===== src/rtl/dmem_port_arbiter.sv =====
// rtl/dmem_port_arbiter.sv - shares the data-memory port between the CPU MEM stage and an EXT loader/DMA master
module dmem_port_arbiter #(
    parameter int ADDR_W     = 64,
    parameter int DATA_W     = 64,
    parameter int STARVE_MAX = 4
) (
    input  logic              clk,
    input  logic              reset,
    input  logic              cpu_req,
    input  logic              cpu_we,
    input  logic [ADDR_W-1:0] cpu_addr,
    input  logic [DATA_W-1:0] cpu_wdata,
    output logic [DATA_W-1:0] cpu_rdata,
    output logic              cpu_stall,
    input  logic              ext_req,
    input  logic              ext_we,
    input  logic [ADDR_W-1:0] ext_addr,
    input  logic [DATA_W-1:0] ext_wdata,
    input  logic [3:0]        ext_len,
    output logic              ext_gnt,
    output logic [DATA_W-1:0] ext_rdata,
    output logic              ext_rvalid,
    output logic              burst_active,
    output logic [ADDR_W-1:0] mem_addr,
    output logic [DATA_W-1:0] mem_wdata,
    output logic              mem_we,
    output logic              mem_re,
    input  logic [DATA_W-1:0] mem_rdata
);

    localparam logic [3:0] STARVE_LIM = 4'(STARVE_MAX);

    typedef enum logic {
        IDLE      = 1'b0,
        EXT_BURST = 1'b1
    } state_t;

    state_t              state_q, state_d;
    logic [3:0]          starve_q, starve_d;
    logic [3:0]          beats_q, beats_d;
    logic [DATA_W-1:0]   ext_rdata_q, ext_rdata_d;
    logic                ext_rvalid_q, ext_rvalid_d;
    logic                cpu_gnt;
    logic                ext_gnt_c;

    // Grant decision and next-state; no grant is issued while reset is held low.
    always_comb begin
        state_d   = state_q;
        starve_d  = starve_q;
        beats_d   = beats_q;
        cpu_gnt   = 1'b0;
        ext_gnt_c = 1'b0;
        if (reset) begin
            case (state_q)
                IDLE: begin
                    if (ext_req && (starve_q == STARVE_LIM)) begin
                        ext_gnt_c = 1'b1;
                    end else if (cpu_req) begin
                        cpu_gnt = 1'b1;
                        if (ext_req && (starve_q < STARVE_LIM)) begin
                            starve_d = starve_q + 4'd1;
                        end
                    end else if (ext_req) begin
                        ext_gnt_c = 1'b1;
                    end
                    if (ext_gnt_c) begin
                        starve_d = 4'd0;
                        beats_d  = ext_len;
                        if (ext_len != 4'd0) begin
                            state_d = EXT_BURST;
                        end
                    end
                end
                EXT_BURST: begin
                    if (ext_req) begin
                        ext_gnt_c = 1'b1;
                        if (beats_q <= 4'd1) begin
                            beats_d = 4'd0;
                            state_d = IDLE;
                        end else begin
                            beats_d = beats_q - 4'd1;
                        end
                    end else begin
                        // Master walked away mid-burst: drop the rest of it.
                        beats_d = 4'd0;
                        state_d = IDLE;
                    end
                end
                default: state_d = IDLE;
            endcase
        end
    end

    // Memory port mux and EXT read-response capture.
    always_comb begin
        mem_addr     = '0;
        mem_wdata    = '0;
        mem_we       = 1'b0;
        mem_re       = 1'b0;
        ext_rvalid_d = 1'b0;
        ext_rdata_d  = ext_rdata_q;
        if (cpu_gnt) begin
            mem_addr  = cpu_addr;
            mem_wdata = cpu_wdata;
            mem_we    = cpu_we;
            mem_re    = ~cpu_we;
        end else if (ext_gnt_c) begin
            mem_addr  = ext_addr;
            mem_wdata = ext_wdata;
            mem_we    = ext_we;
            mem_re    = ~ext_we;
            if (!ext_we) begin
                ext_rvalid_d = 1'b1;
                ext_rdata_d  = mem_rdata;
            end
        end
    end

    // State, counters and registered EXT read data.
    always_ff @(posedge clk or negedge reset) begin
        if (!reset) begin
            state_q      <= IDLE;
            starve_q     <= 4'd0;
            beats_q      <= 4'd0;
            ext_rdata_q  <= '0;
            ext_rvalid_q <= 1'b0;
        end else begin
            state_q      <= state_d;
            starve_q     <= starve_d;
            beats_q      <= beats_d;
            ext_rdata_q  <= ext_rdata_d;
            ext_rvalid_q <= ext_rvalid_d;
        end
    end

    assign cpu_rdata    = mem_rdata;
    assign cpu_stall    = cpu_req & ~cpu_gnt;
    assign ext_gnt      = ext_gnt_c;
    assign ext_rdata    = ext_rdata_q;
    assign ext_rvalid   = ext_rvalid_q;
    assign burst_active = (state_q == EXT_BURST);

endmodule

===== config.mk =====
export PLATFORM = sky130hd
export DESIGN_NAME = dmem_port_arbiter
export DESIGN_NICKNAME = d
export VERILOG_FILES = /design/src/rtl/dmem_port_arbiter.sv
export SDC_FILE = /design/constraint.sdc
export NUM_CORES = 1
export LEC_CHECK = 0
export BUFFER_PORTS_ARGS = -buffer_cell sky130_fd_sc_hd__buf_2
export CAP_MARGIN = 20
export CORE_AREA = 2 2 230 232
export CTS_BUF_LIST = sky130_fd_sc_hd__clkbuf_2
export DETAILED_ROUTE_END_ITERATION = 10
export DIE_AREA = 0 0 232 234
export SLEW_MARGIN = 20
export SYNTH_ARGS = -nofsm -noshare
export SYNTH_HDL_FRONTEND = slang
export SYNTH_SLANG_ARGS = --single-unit

===== constraint.sdc =====
create_clock -name clk -period 3.59 [get_ports clk]
set_input_delay 0.1795 -clock clk [delete_from_list [all_inputs] [get_ports clk]]
set_output_delay 0.1795 -clock clk [all_outputs]
set_load 0.005 [all_outputs]

==> Yosys cells after proc, flatten, opt, wreduce, memory -nomap -nowiden <==
Index checks and enable logic that the tools add are counted.
{ "totals": {"register_bits": 74, "input_bits": 330, "out_inout_bits": 262, "elab_cells": 60} }
{ "op_classes": {"addsub": 2, "magnitude_cmp": 2, "eq_ne": 3, "n_mux": 35, "n_bitwise": 5, "reduce_logical": 8} }
{ "ops": {"columns": ["operator", "count"], "rows": [
  ["$mux 64", 4],
  ["$mux 4", 7],
  ["$mux 1", 21],
  ["$pmux 4 s2", 1],
  ["$reduce_and 5->1", 1],
  ["$add 4x1->4 const B", 1],
  ["$eq 4x3->1 const B", 1],
  ["$le 4x1->1 const B", 1],
  ["$lt 4x3->1 const B", 1],
  ["$not 1->1", 4],
  ["$pmux 1 s2", 2],
  ["$reduce_bool 2->1", 2],
  ["$reduce_bool 4->1", 1],
  ["$sub 4x1->4 const B", 1],
  ["$reduce_and 3->1", 1],
  ["$logic_and 1x1->1", 2],
  ["$ne 2x1->1 const B", 1],
  ["$ne 2x2->1 const B", 1],
  ["$reduce_and 2->1", 1],
  ["$and 1x1->1", 1]
]} }

==> Longest topological paths before layout <==
{ "depth": {"depth_word": 9, "ltp_mapped": 8} }

==> Worst setup path before layout <==
OpenSTA, ideal clock, no wires.
{ "synth_timing": {"path_type": "register to register", "from": "reg starve_q[0]", "to": "reg ext_rdata_q[16] (netlist: ext_rdata[16])", "arrival_ns": 1.683, "t_required_ns": 3.463, "path_slack_ns": 1.780, "stages_incl_launch_ff": 9, "path_buffers": 2, "synth_period_minus_slack_ns": 1.810, "path_cell_list": "dfrtp_1 -> inv_1 -> ha_1 -> nand3b_1 -> a21oi_2 -> and2b_1 -> buf_4 -> buf_6 -> mux2_1"} }
{ "synth_between": {"elab_chain_len": 8} }
{ "synth_lines": {"columns": ["element", "line_no", "rtl"], "rows": [
  ["from (decl)", "39", "logic [3:0] starve_q, starve_d;"],
  ["from (signal assigned)", "129", "starve_q <= starve_d;"],
  ["$eq 4x3->1 (*)", "56", "if (ext_req && (starve_q == STARVE_LIM)) begin"],
  ["$logic_and 1x1->1 (*)", "56", null],
  ["$mux 1", "56", null],
  ["$mux 1", "54", "case (state_q)"],
  ["$mux 1", "53", "if (reset) begin"],
  ["$pmux 1 s2", "54", null],
  ["$mux 1", "53", null],
  ["$reduce_and 3->1 (no source line) (*)", null, null],
  ["to (signal assigned)", "131", "ext_rdata_q <= ext_rdata_d;"],
  ["to (decl)", "41", "logic [DATA_W-1:0] ext_rdata_q, ext_rdata_d;"]
]} }
Mark *: on every way between the ends. The rest lies on a longest branch, timed or not. The select of a mux whose other input is x is not followed.
A chain may end at the register's enable or synchronous reset.

==> Final worst setup path <==
{ "layout_timing": {"from": "reg starve_q[0]", "to": "out mem_addr[43]"} }
{ "layout_between": {"elab_chain_len": 9} }
{ "layout_lines": {"columns": ["element", "line_no", "rtl"], "rows": [
  ["$eq 4x3->1 (*)", "56", null],
  ["$logic_and 1x1->1 (*)", "56", null],
  ["$mux 1", "56", null],
  ["$mux 1", "54", null],
  ["$mux 1", "53", null],
  ["$pmux 1 s2", "54", null],
  ["$mux 1", "53", null],
  ["$mux 64", "107", "end else if (ext_gnt_c) begin"],
  ["$mux 64 (*)", "102", "if (cpu_gnt) begin"],
  ["to (decl)", "24", "output logic [ADDR_W-1:0] mem_addr,"]
]} }
Marks and branches as above.

==> run_results.csv <==
group,metric,value,unit
status,outcome,"completed",
routing,wl_per_cell,18.4,um
placed_design,dp.cells,1611,
power,leakage,4.70,nW
sta,finalCritPeriodShare,0.907,
clock_tree,cts.path.max_buffers,2,
routing,via_count,6125,
routing,wirelength,31.3,mm
placed_design,place_area,8030,um2
setup_path,crit_arrival,3.08,ns
floorplanning,core,52000,um2
min_path,worstHoldPathType,"input port to async pin",
layout,final_common_cell,"buf_2",
sta,fmax,307,MHz
placed_design,io_buffer_count,591,
run,timing.max_cap.violations,0,
routing,drc,0,
layout,final_cell_mix,"590 x buf_2, 133 x a22o_1, 74 x dfrtp_1, 74 x dlygate4sd3_1, 40 x mux2_1",
sta,hold_ws,0.314,ns
setup_path,r2r_slack,1.21,ns
placed_design,gp_congestion,0.921,
clock_tree,clock_sinks,74,
yosys,synth-async-reset-ratio,1.00,
setup_path,critPathMaxFanout,44,
routing,top_layer,"met5",
setup_path,worst-r2r-cell-count,7,
global_route,antenna_found_initial,11,
routing,drt-initial-drc-count,272,
clock_tree,cts_setup_buffers,0,
layout,area_delta_synth_final,87.9,%
power,total_power,3.67,mW
setup_path,critPathLaunch,"starve_q[0]",
routing,drtAntennaViolNets,0,
layout,fin_cells,1704,
clock_tree,numCtsBuffers,9,
setup_path,worst-path-stages,7,
clock_tree,h-tree-depth,3,
global_route,grt.overflow.total,0,
yosys,ys_seq_area_frac,0.392,
setup_path,slowest_stage,"a21oi_4",
setup_path,crit_family,"compound AO/OA/AOI/OAI gates",
yosys,syn_nets,752,
floorplanning,die-area,54300,um2
setup_path,crit_path_cell_trace,"inv_1, ha_1, and3b_1, a21oi_4, buf_12, a22o_1, buf_2",
setup_path,rr_endpoint,"ext_rdata[47]",
clock_tree,cts-root-buf,"clkbuf_2",
placed_design,dp_hpwl,26.2,mm
yosys,synth.yosys.warnings,0,
yosys,synth-edff-count,0,
sta,setup_ws,0.334,ns
yosys,ys_seq_elements,74,
yosys,synthTopCellsByArea,"dfrtp_1 39%, a22o_1 25%, buf_4 10%",
global_route,grt_pass1_vias,5943,
power,power_density,414,nW/um2
floorplanning,initial_core_util,0.0908,
yosys,synth_top_area_cell,"dfrtp_1",
layout,final_nets,1342,
floorplanning,die_h,234,um
global_route,grt_max_degree,131,
sta,drv_slew,0,
clock_tree,clk_pin_slew,0.22,ns
floorplanning,dieWidth,232,um
layout,finish.utilization,0.171,
sta,setup_violations,0,
placed_design,post-place-ws,0.952,ns
yosys,netlist_area,4720,um2
sta,hold_violations,0,
routing,dr_wl_met2,15.8,mm
yosys,synth_cell_types,32,
setup_path,cp-end-kind,"output pin",
floorplanning,fp-row-count,84,
routing,wl_met1,11.9,mm
yosys,synth_ff_type,"dfrtp_1",
setup_path,critPathRequiredTime,3.41,ns
sta,skew,0.0300,ns
power,worst_ir_drop_vdd,0.187,mV
yosys,synth_top_area_frac,0.392,
setup_path,criticalPathCategory,"flop to output pin",
sta,worst_pin_slew,0.880,ns
clock_tree,cts_tree,"yes",
yosys,synth_cells,418,
routing,met3_length,2.91,mm
clock_tree,clk_latency,0.62,ns
sta,relSlewSlack,0.412,
setup_path,worstSetupEndpoint,"mem_addr[43]",
global_route,gr-usage-all-layers,0.106,
setup_path,path_buf_inv,3,
sta,timing.final.crit_period,3.26,ns
sta,setup_tns,0,ns
setup_path,critPathLaunchType,"flop",
sta,rsz0062_at_grt,"no",
setup_path,critPathMaxStageDelay,0.70,ns
layout,fin_area,8870,um2
floorplanning,boundaryPins,592,
routing,dr.pass1.iters,5,
yosys,synth.avg_cell_area,11.3,um2
routing,vias_per_cell,3.59,
setup_path,r2r_start,"starve_q[0]",
global_route,grt_pass1_wl,40.8,mm
layout,drive_gt1_frac,0.641,
## cell type report
type | count | area (um2)
timing repair buffer | 678 | 3840
tap | 688 | 861
fill | 5803 | 43200
antenna | 3 | 7.51
clock inverter | 5 | 38.8
multi-input combinational | 238 | 2200
inverter | 7 | 26.3
sequential | 74 | 1850
clock buffer | 11 | 55.1
## per-layer routing
metal	global-route usage	vias to the layer above
met5	0	-
met4	0.0329	4
met2	0.184	379
met1	0.120	2984
met3	0.0394	43
li1	-	2715
## where the power goes
group,internal (mW),switching [mW],total (mW)
Combinational,1.00,0.906,1.91
Sequential,1.16,0.181,1.34
Clock,0.100,0.324,0.424
## how the worst min path moves through the flow
stage / to / slack, ns / depth (start not counted)
after detailed placement: starve_q[0] / 0.06 / 1
after global placement: starve_q[0] / 0.06 / 1
after floorplan: beats_q[0] / -0.12 / 0
final: ext_rdata[42] / 0.31 / 3
after global routing: ext_rdata[21] / 0.17 / 3
after CTS: ext_rdata[24] / 0.16 / 3
## worst reg2reg max path, stage by stage (launching register included)
cell,delay [ns]
dfrtp_1,0.43
inv_1,0.09
ha_1,0.20
nand3b_1,0.16
a21oi_4,0.22
and2b_4,0.51
buf_12,0.30
mux2_1,0.36
## sequential cells by signal, summed over array words and instances (netlist names)
signal and cells:
ext_rdata 64, burst_active 1, beats_q 4, ext_rvalid 1, starve_q 4
## synthesized netlist by cell type (all sizes together), types with 2 or more instances
library cell / count
buf: 87
ha: 4
o21ai: 5
nor2: 4
nor2b: 3
inv: 7
nand2: 2
mux2: 65
a22o: 133
dfrtp: 74
o2bb2ai: 2
clkbuf: 12
a21oi: 5
a2bb2oi: 2
nand2b: 2
## logic make-up (layout without fill, tap and decap cells)
group,Yosys count,in the layout,synth area share
compound gates,151,151,0.273
fa+ha+maj,4,4,0.0106
buf+inv,106,701,0.147
flops,74,74,0.392
mux,65,65,0.155
other cells,0,3,0
simple gates,18,18,0.0223
## what timing repair did
| action | in CTS | in global routing |
|---|---|---|
| endpoints found under the setup margin | 0 | 0 |
| hold endpoints to repair | 147 | 0 |
| resized for setup | 0 | 0 |
| hold buffers | 74 | 0 |
No activity file was read; power rests on OpenSTA's default activity.
